<file path="config.mk">
export PLATFORM = sky130hd
export DESIGN_NAME = julia_dispatch
export DESIGN_NICKNAME = d
export VERILOG_FILES = /design/src/rtl/julia_dispatch.sv
export SDC_FILE = /design/constraint.sdc
export NUM_CORES = 1
export LEC_CHECK = 0
export CORE_ASPECT_RATIO = 0.9
export CORE_UTILIZATION = 35
export DETAILED_ROUTE_END_ITERATION = 8
export HOLD_SLACK_MARGIN = 0.02
export MAX_ROUTING_LAYER = met4
export PLACE_DENSITY = 0.67
export SLEW_MARGIN = 0
export SYNTH_ARGS = -nofsm -noshare
export SYNTH_HDL_FRONTEND = slang
export SYNTH_SLANG_ARGS = --single-unit
</file>
<file path="constraint.sdc">
create_clock -name clk -period 3.1 [get_ports clk]
set_input_delay 0.62 -clock clk [delete_from_list [all_inputs] [get_ports clk]]
set_output_delay 0.62 -clock clk [all_outputs]
set_load 0.01 [all_outputs]
</file>
<file path="src/rtl/julia_dispatch.sv">
// +--------------------------------------------------------------------------+
// | julia_dispatch : Julia renderer frame scheduler. Issues pixel coordinates |
// | to idle cores round-robin and merges finished results into one stream.   |
// | Optional: JULIA_PERF_CNT_EN adds frame_cycles (CLEAR..DONE cycle count). |
// | Revision: 1.0                                                            |
// +--------------------------------------------------------------------------+
`default_nettype none

module julia_dispatch #(
   parameter int NUM_CORES = 4,
   parameter int X_BITS    = 10,
   parameter int Y_BITS    = 9,
   parameter int ITER_BITS = 8
) (
   input  logic                           clk,
   input  logic                           rst,
   input  logic                           start,
   output logic                           pix_clear,
   output logic                           pix_step,
   input  logic [X_BITS-1:0]              pix_x,
   input  logic [Y_BITS-1:0]              pix_y,
   input  logic                           pix_last,
   output logic [NUM_CORES-1:0]           core_start,
   output logic [X_BITS-1:0]              core_x,
   output logic [Y_BITS-1:0]              core_y,
   input  logic [NUM_CORES-1:0]           core_done,
   input  logic [NUM_CORES*ITER_BITS-1:0] core_iter,
   output logic [NUM_CORES-1:0]           core_ack,
   output logic                           res_valid,
   input  logic                           res_ready,
   output logic [X_BITS-1:0]              res_x,
   output logic [Y_BITS-1:0]              res_y,
   output logic [ITER_BITS-1:0]           res_iter,
   output logic                           busy,
`ifdef JULIA_PERF_CNT_EN
   output logic [31:0]                    frame_cycles,
`endif
   output logic                           frame_done
);

   localparam int PTR_W = $clog2(NUM_CORES);
   localparam logic [NUM_CORES-1:0] ONE_HOT0 = {{(NUM_CORES-1){1'b0}}, 1'b1};

   localparam logic [2:0] S_IDLE  = 3'd0;
   localparam logic [2:0] S_CLEAR = 3'd1;
   localparam logic [2:0] S_ISSUE = 3'd2;
   localparam logic [2:0] S_DRAIN = 3'd3;
   localparam logic [2:0] S_DONE  = 3'd4;

   function automatic logic [PTR_W-1:0] f_wrap(input logic [PTR_W-1:0] base, input int off);
      int s;
      s = int'(base) + off;
      if (s >= NUM_CORES) s = s - NUM_CORES;
      return s[PTR_W-1:0];
   endfunction

   // Returns {found, index} of the first requester at or after ptr.
   function automatic logic [PTR_W:0] f_pick(input logic [NUM_CORES-1:0] req,
                                             input logic [PTR_W-1:0]     ptr);
      logic [PTR_W:0]   r;
      logic [PTR_W-1:0] idx;
      r = '0;
      for (int k = NUM_CORES - 1; k >= 0; k--) begin
         idx = f_wrap(ptr, k);
         if (req[idx]) r = {1'b1, idx};
      end
      return r;
   endfunction

   logic [2:0]           r_state;
   logic [2:0]           w_next;
   logic [NUM_CORES-1:0] r_busy;
   logic [PTR_W-1:0]     r_iptr;
   logic [PTR_W-1:0]     r_cptr;
   logic [X_BITS-1:0]    r_tag_x [NUM_CORES];
   logic [Y_BITS-1:0]    r_tag_y [NUM_CORES];
   logic [X_BITS-1:0]    r_core_x;
   logic [Y_BITS-1:0]    r_core_y;
   logic                 r_res_valid;
   logic [X_BITS-1:0]    r_res_x;
   logic [Y_BITS-1:0]    r_res_y;
   logic [ITER_BITS-1:0] r_res_iter;

   logic [PTR_W:0]       w_iss_pick;
   logic [PTR_W:0]       w_col_pick;
   logic [PTR_W-1:0]     w_iss_idx;
   logic [PTR_W-1:0]     w_col_idx;
   logic                 w_iss_en;
   logic                 w_col_en;
   logic                 w_iss_fire;
   logic                 w_col_fire;

   always_ff @(posedge clk) begin
      if (rst) r_state <= S_IDLE;
      else     r_state <= w_next;
   end

   always_comb begin
      w_next = r_state;
      case (r_state)
         S_IDLE:  if (start) w_next = S_CLEAR;
         S_CLEAR: w_next = S_ISSUE;
         S_ISSUE: if (w_iss_fire && pix_last) w_next = S_DRAIN;
         S_DRAIN: if ((r_busy == '0) && (!r_res_valid || res_ready)) w_next = S_DONE;
         S_DONE:  w_next = S_IDLE;
         default: w_next = S_IDLE;
      endcase
   end

   always_comb begin
      pix_clear  = 1'b0;
      frame_done = 1'b0;
      w_iss_en   = 1'b0;
      w_col_en   = 1'b0;
      busy       = (r_state != S_IDLE);
      case (r_state)
         S_CLEAR: pix_clear  = 1'b1;
         S_ISSUE: w_iss_en   = 1'b1;
         S_DONE:  frame_done = 1'b1;
         default: ;
      endcase
      if (r_state != S_IDLE) w_col_en = !r_res_valid || res_ready;
   end

   // Freed cores only become issuable once r_busy drops on the next edge.
   assign w_iss_pick = f_pick(~r_busy, r_iptr);
   assign w_col_pick = f_pick(core_done & r_busy, r_cptr);
   assign w_iss_idx  = w_iss_pick[PTR_W-1:0];
   assign w_col_idx  = w_col_pick[PTR_W-1:0];
   assign w_iss_fire = w_iss_en && w_iss_pick[PTR_W];
   assign w_col_fire = w_col_en && w_col_pick[PTR_W];

   assign pix_step   = w_iss_fire;
   assign core_start = w_iss_fire ? (ONE_HOT0 << w_iss_idx) : '0;
   assign core_ack   = w_col_fire ? (ONE_HOT0 << w_col_idx) : '0;
   assign core_x     = w_iss_fire ? pix_x : r_core_x;
   assign core_y     = w_iss_fire ? pix_y : r_core_y;
   assign res_valid  = r_res_valid;
   assign res_x      = r_res_x;
   assign res_y      = r_res_y;
   assign res_iter   = r_res_iter;

   always_ff @(posedge clk) begin
      if (rst) begin
         r_busy      <= '0;
         r_iptr      <= '0;
         r_cptr      <= '0;
         r_core_x    <= '0;
         r_core_y    <= '0;
         r_res_valid <= 1'b0;
         r_res_x     <= '0;
         r_res_y     <= '0;
         r_res_iter  <= '0;
         for (int i = 0; i < NUM_CORES; i++) begin
            r_tag_x[i] <= '0;
            r_tag_y[i] <= '0;
         end
      end else begin
         r_busy <= (r_busy | core_start) & ~core_ack;
         if (w_iss_fire) begin
            r_tag_x[w_iss_idx] <= pix_x;
            r_tag_y[w_iss_idx] <= pix_y;
            r_core_x           <= pix_x;
            r_core_y           <= pix_y;
            r_iptr             <= f_wrap(w_iss_idx, 1);
         end
         if (w_col_fire) begin
            r_res_valid <= 1'b1;
            r_res_x     <= r_tag_x[w_col_idx];
            r_res_y     <= r_tag_y[w_col_idx];
            r_res_iter  <= core_iter[int'(w_col_idx)*ITER_BITS +: ITER_BITS];
            r_cptr      <= f_wrap(w_col_idx, 1);
         end else if (res_ready) begin
            r_res_valid <= 1'b0;
         end
      end
   end

`ifdef JULIA_PERF_CNT_EN
   logic [31:0] r_run_cnt;
   logic [31:0] r_frame_cycles;

   always_ff @(posedge clk) begin
      if (rst) begin
         r_run_cnt      <= '0;
         r_frame_cycles <= '0;
      end else begin
         case (r_state)
            S_CLEAR: r_run_cnt <= 32'd1;
            S_ISSUE, S_DRAIN: if (r_run_cnt != '1) r_run_cnt <= r_run_cnt + 32'd1;
            S_DONE:  r_frame_cycles <= (r_run_cnt == '1) ? '1 : r_run_cnt + 32'd1;
            default: ;
         endcase
      end
   end

   assign frame_cycles = r_frame_cycles;
`endif

endmodule

`default_nettype wire
</file>
==> results of run 1 <==
what timing repair did:
action	in CTS	in global routing
hold endpoints to repair	0	0
gates cloned	0	1
setup endpoints to repair	27	27
gates resized for setup	13	30
pin swaps	3	6
buffers inserted	0	7
how the worst min path moves through the flow:
stage                             start                       end  slack, ns  cells past startpoint
2_1_floorplan    r_iptr[1]$_SDFFE_PP0N_    r_iptr[1]$_SDFFE_PP0N_       0.48                      2
3_3_place_gp      res_y[8]$_SDFFE_PP0P_     res_y[8]$_SDFFE_PP0P_       0.45                      1
3_5_place_dp   res_iter[6]$_SDFFE_PP0P_  res_iter[6]$_SDFFE_PP0P_       0.45                      1
4_1_cts        res_iter[6]$_SDFFE_PP0P_  res_iter[6]$_SDFFE_PP0P_       0.46                      1
5_1_grt           res_x[2]$_SDFFE_PP0P_     res_x[2]$_SDFFE_PP0P_       0.48                      1
6_report       res_iter[6]$_SDFFE_PP0P_  res_iter[6]$_SDFFE_PP0P_       0.46                      1
cells in the final DEF (no fill, tap or decap), drive strengths merged, types with 2 or more instances in the layout:
master	n
dlygate4sd2	2
ha	8
a21oi	57
dfxtp	58
nor2b	21
o21ai	56
nand3	2
mux2i	2
nand4	55
nor3	7
buf	43
or2	4
edfxtp	76
dlymetal6s2s	19
o211a	2
inv	9
and2	88
a211oi	4
mux2	19
nand3b	2
nor2	16
nand2	9
nand2b	3
nor4	2
a211o	27
clkdlybuf4s50	95
clkbuf	30
o2111ai	2
clkinv	3
a22oi	2
metal layers:
| layer | global-route usage (%) | wire, um | vias up |
|---|---|---|---|
| li1 | - | - | 2477 |
| met1 | 23.8 | 7660 | 2565 |
| met2 | 33.3 | 8880 | 237 |
| met3 | 4.41 | 1330 | 23 |
| met4 | 7.43 | 276 | 0 |
| met5 | - | 0 | - |
state kept, by name, summed over array words and instances, names as in the netlist:
name	flops
r_core_y	9
res_x	10
r_state	3
res_y	9
r_tag_y	36
res_valid	1
r_tag_x	40
r_busy	4
r_cptr	2
r_core_x	10
res_iter	8
r_iptr	2
critical path, cell delays in order, from the launching register on:
cell and delay (ns):
dfxtp_2 0.39, nand4_1 0.16, nor4bb_4 0.29, buf_4 0.17, clkbuf_16 0.16, mux2_2 0.34, clkdlybuf4s50_1 0.48
cell type report:
class | instances | area share (%)
flip-flops and latches | 134 | 39.7
multi-input cells | 405 | 31.4
clock inverters | 4 | 0.504
repair buffers | 162 | 18.7
clock buffers | 28 | 5.85
inverters | 9 | 0.389
well taps | 240 | 3.46
metrics by stage:
step                std cells  hold slack, ns
floorplan                 602           0.484
global placement          942           0.446
detailed placement        942           0.451
CTS                       974           0.464
global route              982           0.481
finish                    982           0.461
power breakdown:
group | internal, mW | switching (mW) | total [mW]
logic | 0.276 | 0.281 | 0.557
clock network | 1.19 | 0.685 | 1.87
registers | 1.97 | 0.0381 | 2.00
total | 3.43 | 1.00 | 4.44
cell families (layout without fill, tap and decap cells):
family,Yosys count,after routing,synth area share [%]
AOI/OAI and AO/OA,161,161,15.9
and+or+nand+nor,215,215,20.3
adders and majority gates,8,8,1.56
muxes,21,21,3.64
DFF,134,134,53.6
buffers and inverters,63,203,5.08
==> impl_metrics.ini, run 1 <==
[clock_tree]
hold_buffers = 0
clk_pin_slew_ns = 0.05
clock_latency_ns = 0.41
cts.path.max_buffers = 2
clock-sinks = 134
cts-root-buf = clkbuf_16
cts_buffers = 17
cts_max_level = 4
tritoncts = built

[place]
dpl_worst_slack_ns = -0.318
dpl_cell_area_sq_mm = 0.00796
portBuffers = 118
gp_congestion = 0.849
dp_hpwl_um = 11000

[status]
status = completed

[timing]
worst_slew_pin_slew_ns = 0.994
setup_viol = 0
slew_headroom_pct = 33.8
slew_viol_final = 0
fin_ws_ns = 0.0802
layout_worst_path_cycle_share_pct = 97.4
finalSetupTns_ns = 0
clock.fmax_mhz = 331
finalHoldViolations = 0
fin_worst_skew_ns = 0.00815
period_minus_slack_ns = 3.02

[power]
p_total_mw = 4.44
power.leakage_nw = 3.62
powerDensity_mw_per_mm2 = 511
ir_worst_vdd_v = 0.000423

[die]
core_area_sq_mm = 0.0178
die_w_um = 145
io_pins = 119
floorplan.initialDensity_pct = 36.1
fp.dieH_um = 131
rows = 46
die-area_sq_mm = 0.0189

[layout]
post-route-util_pct = 48.9
drive_gt1_share_pct = 15.0
stdcell_area_sq_mm = 0.00869
multi_input_area_sq_mm = 0.00273
n_antenna_cell = 0
fill_cells = 1527
layout.nets = 797
syn_to_final_growth_pct = 35.2
seqCellArea_sq_mm = 0.00345

[synthesis]
synthTopCellsByCount = and2_1, edfxtp_1, dfxtp_1
synth_edf_count = 76
ys_types = 53
yosysSeqAreaShare_pct = 53.6
syn_nets = 670
avgSynthCellArea_sq_um = 10.7
synth_ff_type = edfxtp_1
ys_warn_count = 0
ys_top_cells_by_area = edfxtp_1, dfxtp_1, and2_1
yosysTopAreaCellShare_pct = 35.5
async_reset_ff_share_pct = 0
syn_area_sq_mm = 0.00643
yosysMostFrequentCell = and2_1
syn_inst = 602
yosysTopAreaCell = edfxtp_1
ys_seq_elements = 134

[detailed_routing]
wl_um = 18100
via_per_inst = 5.40
drc = 0
postRouteAntennaNets = 0
drt_iter0_drc = 369
drtPass1Iterations = 4
vias = 5302
wire_per_inst_um = 18.5

[global_route]
grt_max_degree = 55
grt_pass1_wl_um = 27200
antenna_found_initial = 0
grt_overflow = 0
first_global_vias = 5125
grt_use_total_pct = 20.0

[worst_setup_path]
crit_type = reg -> out
worstSetupEndpointType = primary output
reg2reg_slack_ns = 0.67
cp.required_ns = 2.48
start_kind = flip-flop
startpoint = r_busy[3]$_SDFF_PP0_
crit_path_end = core_x[5]
path_max_fanout = 13
regToRegEndpoint = r_tag_y[2][6]$_SDFFCE_PN0P_
crit_arrival_ns = 2.40
r2r_cells = 6
reg2reg_from = r_busy[2]$_SDFF_PP0_

[job]
maxCapViolCount = 0

[min_path]
hold_class = reg -> reg
No activity file was read; power rests on OpenSTA's default activity.
==> run 2: changes to the inputs <==
- CORE_MARGIN: unset -> 2
- CTS_BUF_LIST: unset -> sky130_fd_sc_hd__clkbuf_8
==> impl_metrics.ini, run 2 (synthesis results as in run 1) <==
[power]
power.leakage_nw = 3.37
powerDensity_mw_per_mm2 = 497
p_total_mw = 4.25
ir_worst_vdd_v = 0.000292

[layout]
layout.nets = 795
final_cell_mix = clkdlybuf4s50_1, and2_1, edfxtp_1
reg_top3 = r_tag_x: 40 flops, r_tag_y: 36 flops
fill_cells = 1617
drive_gt1_share_pct = 16.5
n_antenna_cell = 0
post-route-util_pct = 47.1
syn_to_final_growth_pct = 33.2
largest_reg_flops = 40
final_common_cell = clkdlybuf4s50_1
regMostFlops = r_tag_x

[die]
die-area_sq_mm = 0.0195
die_w_um = 147
rows = 47
core_area_sq_mm = 0.0182
io_pins = 119
floorplan.initialDensity_pct = 35.4
fp.dieH_um = 133

[place]
dp_hpwl_um = 10900
gp_congestion = 0.906
portBuffers = 118
dpl_worst_slack_ns = -0.300

[worst_setup_path]
start_kind = input port
reg2reg_slack_ns = 0.94
crit_type = in -> out
crit_path_end = core_ack[1]
reg2reg_from = r_busy[0]$_SDFF_PP0_
r2r_cells = 7
path_cells = clkdlybuf4s50_1 > nand2_1 > buf_4 > o2111ai_4 > nand2_2 > buf_4 > ha_1 > and2_1 > clkdlybuf4s15_1
regToRegEndpoint = res_x[3]$_SDFFE_PP0P_
cp.required_ns = 2.48
path_max_fanout = 3
crit_arrival_ns = 2.41
slowest_stage = clkdlybuf4s50_1
max_stage_delay_ns = 0.50
crit_top_cell = buf_4
worstSetupEndpointType = primary output
startpoint = core_done[2]

[global_route]
first_global_vias = 5207
antenna_found_initial = 0
grt_overflow = 0
grt_max_degree = 55
grt_use_total_pct = 18.6
grt_pass1_wl_um = 27500

[clock_tree]
clock_latency_ns = 0.44
cts_max_level = 4
cts-root-buf = clkbuf_8
clk_pin_slew_ns = 0.08
tritoncts = built
clock-sinks = 134
hold_buffers = 0
cts.path.max_buffers = 2
cts_buffers = 17

[timing]
slew_headroom_pct = 47.2
holdWs_ns = 0.464
clock.fmax_mhz = 331
period_minus_slack_ns = 3.03
finalHoldViolations = 0
layout_worst_path_cycle_share_pct = 97.6
fin_ws_ns = 0.0750
slew_viol_final = 0
fin_worst_skew_ns = 0.00736
setup_viol = 0
worst_slew_pin_slew_ns = 0.790

[detailed_routing]
wire_per_inst_um = 18.0
wl_um = 17700
vias = 5279
drt_iter0_drc = 431
drtPass1Iterations = 5
postRouteAntennaNets = 0
via_per_inst = 5.36
drc = 0

[job]
maxCapViolCount = 0

[status]
status = completed

[min_path]
hold_depth = 1
hold_class = reg -> reg
## run 2: cell count changes in the layout (fill, tap and decap cells not counted), sizes merged
cell and delta:
buf -1, bufinv +5, clkbuf -12, clkdlybuf4s15 +1, clkdlybuf4s50 -1, clkinv +2, clkinvlp +2, dlygate4sd2 +18
dlymetal6s2s -18, inv +2
## run 2: worst min path at each step
stage / to / startpoint / slack [ns]
after global placement: res_iter[2]$_SDFFE_PP0P_ / res_iter[2]$_SDFFE_PP0P_ / 0.44
after floorplan: r_iptr[1]$_SDFFE_PP0N_ / r_iptr[1]$_SDFFE_PP0N_ / 0.48
after global routing: res_iter[7]$_SDFFE_PP0P_ / res_iter[7]$_SDFFE_PP0P_ / 0.48
final: res_x[3]$_SDFFE_PP0P_ / res_x[3]$_SDFFE_PP0P_ / 0.46
after CTS: res_iter[7]$_SDFFE_PP0P_ / res_iter[7]$_SDFFE_PP0P_ / 0.47
after detailed placement: res_iter[7]$_SDFFE_PP0P_ / res_iter[7]$_SDFFE_PP0P_ / 0.45
## run 2: stage by stage
stage	instances	setup TNS [ns]	cell area, sq um
2_1_floorplan	602	0	6430
3_3_place_gp	948	-0.790	8000
3_5_place_dp	948	-1.11	8000
4_1_cts	982	-0.0399	8500
5_1_grt	985	-0.00114	8560
6_report	985	0	8560
## run 2: cell type report
type,count,area [sq um],area share [%]
clock buffers,17,234,2.73
clock inverters,15,234,2.73
inverters,9,33.8,0.395
multi-input cells,405,2750,32.1
flip-flops and latches,134,3460,40.4
well taps,245,307,3.58
repair buffers,160,1550,18.1
## run 2: critical path: cells and delay by family
family | cells | cell delay (ns)
adder cells (fa/ha/maj) | 1 | 0.18
AO/OA/AOI/OAI | 1 | 0.21
buffers and inverters | 4 | 1.07
AND/OR/NAND/NOR | 3 | 0.34
## run 2: report_power, final
part | switching (mW) | total [mW] | internal (mW) | leakage [nW]
combinational | 0.275 | 0.528 | 0.254 | 1.88
clock | 0.697 | 1.73 | 1.03 | 0.232
sequential | 0.0376 | 2.00 | 1.96 | 1.26
total | 1.01 | 4.25 | 3.24 | 3.37
## run 2: layer usage
| metal | vias up | wire length, um | track usage, % |
|---|---|---|---|
| met5 | - | 0 | - |
| met4 | 0 | 424 | 7.39 |
| met3 | 39 | 1140 | 3.59 |
| met2 | 221 | 8430 | 30.4 |
| met1 | 2541 | 7750 | 22.8 |
| li1 | 2478 | - | - |
## run 2: repair_timing
item                       CTS  global route
resized for setup           39            14
setup endpoints to repair   27             7
setup buffers                2             3
pin swaps                    1             2
==> run 3: changes to the inputs <==
- TNS_END_PERCENT: unset -> 10
==> impl_metrics.ini, run 3 (synthesis results as in run 1) <==
[layout]
fill_cells = 1608
regMostFlops = r_tag_x
largest_reg_flops = 40
n_antenna_cell = 0
reg_top3 = r_tag_x: 40 flops, r_tag_y: 36 flops
final_cell_mix = clkdlybuf4s50_1, and2_1, edfxtp_1
final_common_cell = clkdlybuf4s50_1
drive_gt1_share_pct = 15.9
syn_to_final_growth_pct = 33.7
layout.nets = 792

[die]
floorplan.initialDensity_pct = 35.4
io_pins = 119
fp.dieH_um = 133
die-area_sq_mm = 0.0195
rows = 47
core_area_sq_mm = 0.0182
die_w_um = 147

[worst_setup_path]
reg2reg_slack_ns = 1.00
crit_family = buffers and inverters
crit_type = in -> out
r2r_cells = 7
crit_buf_inv = 3
regToRegEndpoint = r_tag_y[1][4]$_SDFFCE_PN0P_
reg2reg_from = r_busy[1]$_SDFF_PP0_
crit_arrival_ns = 2.42
max_stage_delay_ns = 0.43
slowest_stage = clkdlybuf4s50_1
path_cells = clkdlybuf4s50_1 > and2_4 > o311a_2 > nor2_4 > inv_1 > ha_1 > and2_1 > clkdlybuf4s15_1
worstSetupEndpointType = primary output
start_kind = input port
path_max_fanout = 3
cp.required_ns = 2.48

[timing]
fin_ws_ns = 0.0649
slew_headroom_pct = 47.3
finalHoldViolations = 0
slew_viol_final = 0
holdWs_ns = 0.464
period_minus_slack_ns = 3.04
worst_slew_pin_slew_ns = 0.788
fin_worst_skew_ns = 0.00812
clock.fmax_mhz = 329
layout_worst_path_cycle_share_pct = 97.9
setup_viol = 0

[power]
power_frac_clock_pct = 40.6
seqPwrFrac_pct = 46.9
power.internal_mw = 3.25
ir_worst_vdd_v = 0.000292
netSwitchingFraction_pct = 23.7
p_comb_share_pct = 12.5
power.switching_mw = 1.01
powerDensity_mw_per_mm2 = 496
p_total_mw = 4.26
power.leakage_nw = 3.62

[clock_tree]
tritoncts = built
clock_latency_ns = 0.44
hold_buffers = 0
clk_pin_slew_ns = 0.08
cts.path.max_buffers = 2
cts_max_level = 4
cts_buffers = 17
clock-sinks = 134
cts-root-buf = clkbuf_8

[detailed_routing]
vias = 5251
wire_per_inst_um = 18.1
via_per_inst = 5.35
drtPass1Iterations = 5
wl_um = 17800
drc = 0
postRouteAntennaNets = 0
drt_iter0_drc = 410

[global_route]
grt_pass1_wl_um = 27400
antenna_found_initial = 0
grt_use_total_pct = 18.5
first_global_vias = 5202
grt_overflow = 0
grt_max_degree = 55

[place]
dpl_worst_slack_ns = -0.300
gp_congestion = 0.906
dp_hpwl_um = 10900
portBuffers = 118

[min_path]
min_to = res_x[3]$_SDFFE_PP0P_
hold_depth = 1
hold_class = reg -> reg
hold_start = res_x[3]$_SDFFE_PP0P_

[job]
maxCapViolCount = 0

[status]
status = completed
run 3: timing repair:
item | in CTS | in global routing
setup endpoints to repair | 27 | 27
pin swaps | 2 | 3
buffers inserted | 1 | 1
gates cloned | 0 | 0
resized for setup | 16 | 34
run 3: how the worst max path moves through the flow:
stage | cells past startpoint | slack (ns) | endpoint | from
6_report | 8 | 0.06 | core_ack[1] | core_done[1]
5_1_grt | 7 | -0.003 | core_start[2] | r_busy[0]$_SDFF_PP0_
4_1_cts | 8 | 0.002 | core_ack[1] | core_done[1]
3_5_place_dp | 8 | -0.30 | core_ack[1] | core_done[1]
3_3_place_gp | 8 | -0.21 | core_ack[0] | core_done[1]
2_1_floorplan | 9 | 0.43 | core_ack[1] | core_done[1]
run 3: final cells by class:
cell class | instances | area [sq um] | area share [%]
inverter | 9 | 33.8 | 0.393
sequential | 134 | 3460 | 40.3
multi-input combinational | 405 | 2730 | 31.8
tap | 245 | 307 | 3.57
clock buffer | 17 | 234 | 2.72
clock inverter | 15 | 234 | 2.72
timing repair buffer | 157 | 1590 | 18.5
run 3: power groups by stage:
stage	sequential (mW)	combinational [mW]	clock, mW
6_report	2.00	0.533	1.73
5_1_grt	2.01	0.575	1.83
4_1_cts	2.00	0.543	1.77
3_5_place_dp	2.04	0.532	0
3_3_place_gp	2.03	0.523	0
2_1_floorplan	2.02	0.269	0
run 3: per-stage QoR:
stage                     utilization, %  instance area, sq um  instances  setup TNS [ns]
after floorplan                        -                  6430        602               0
after global placement              44.0                  8000        948          -0.790
after detailed placement            44.0                  8000        948           -1.11
after CTS                           46.8                  8510        981               0
after global routing                47.3                  8590        982        -0.00306
final                               47.3                  8590        982               0
run 3: metal layers:
layer	vias to the layer above	share of wire (%)	GRT usage, %
met5	-	0	-
met4	0	2.1	7.66
met3	31	6.4	3.48
met2	238	48	30.3
met1	2511	43	22.7
li1	2471	-	-
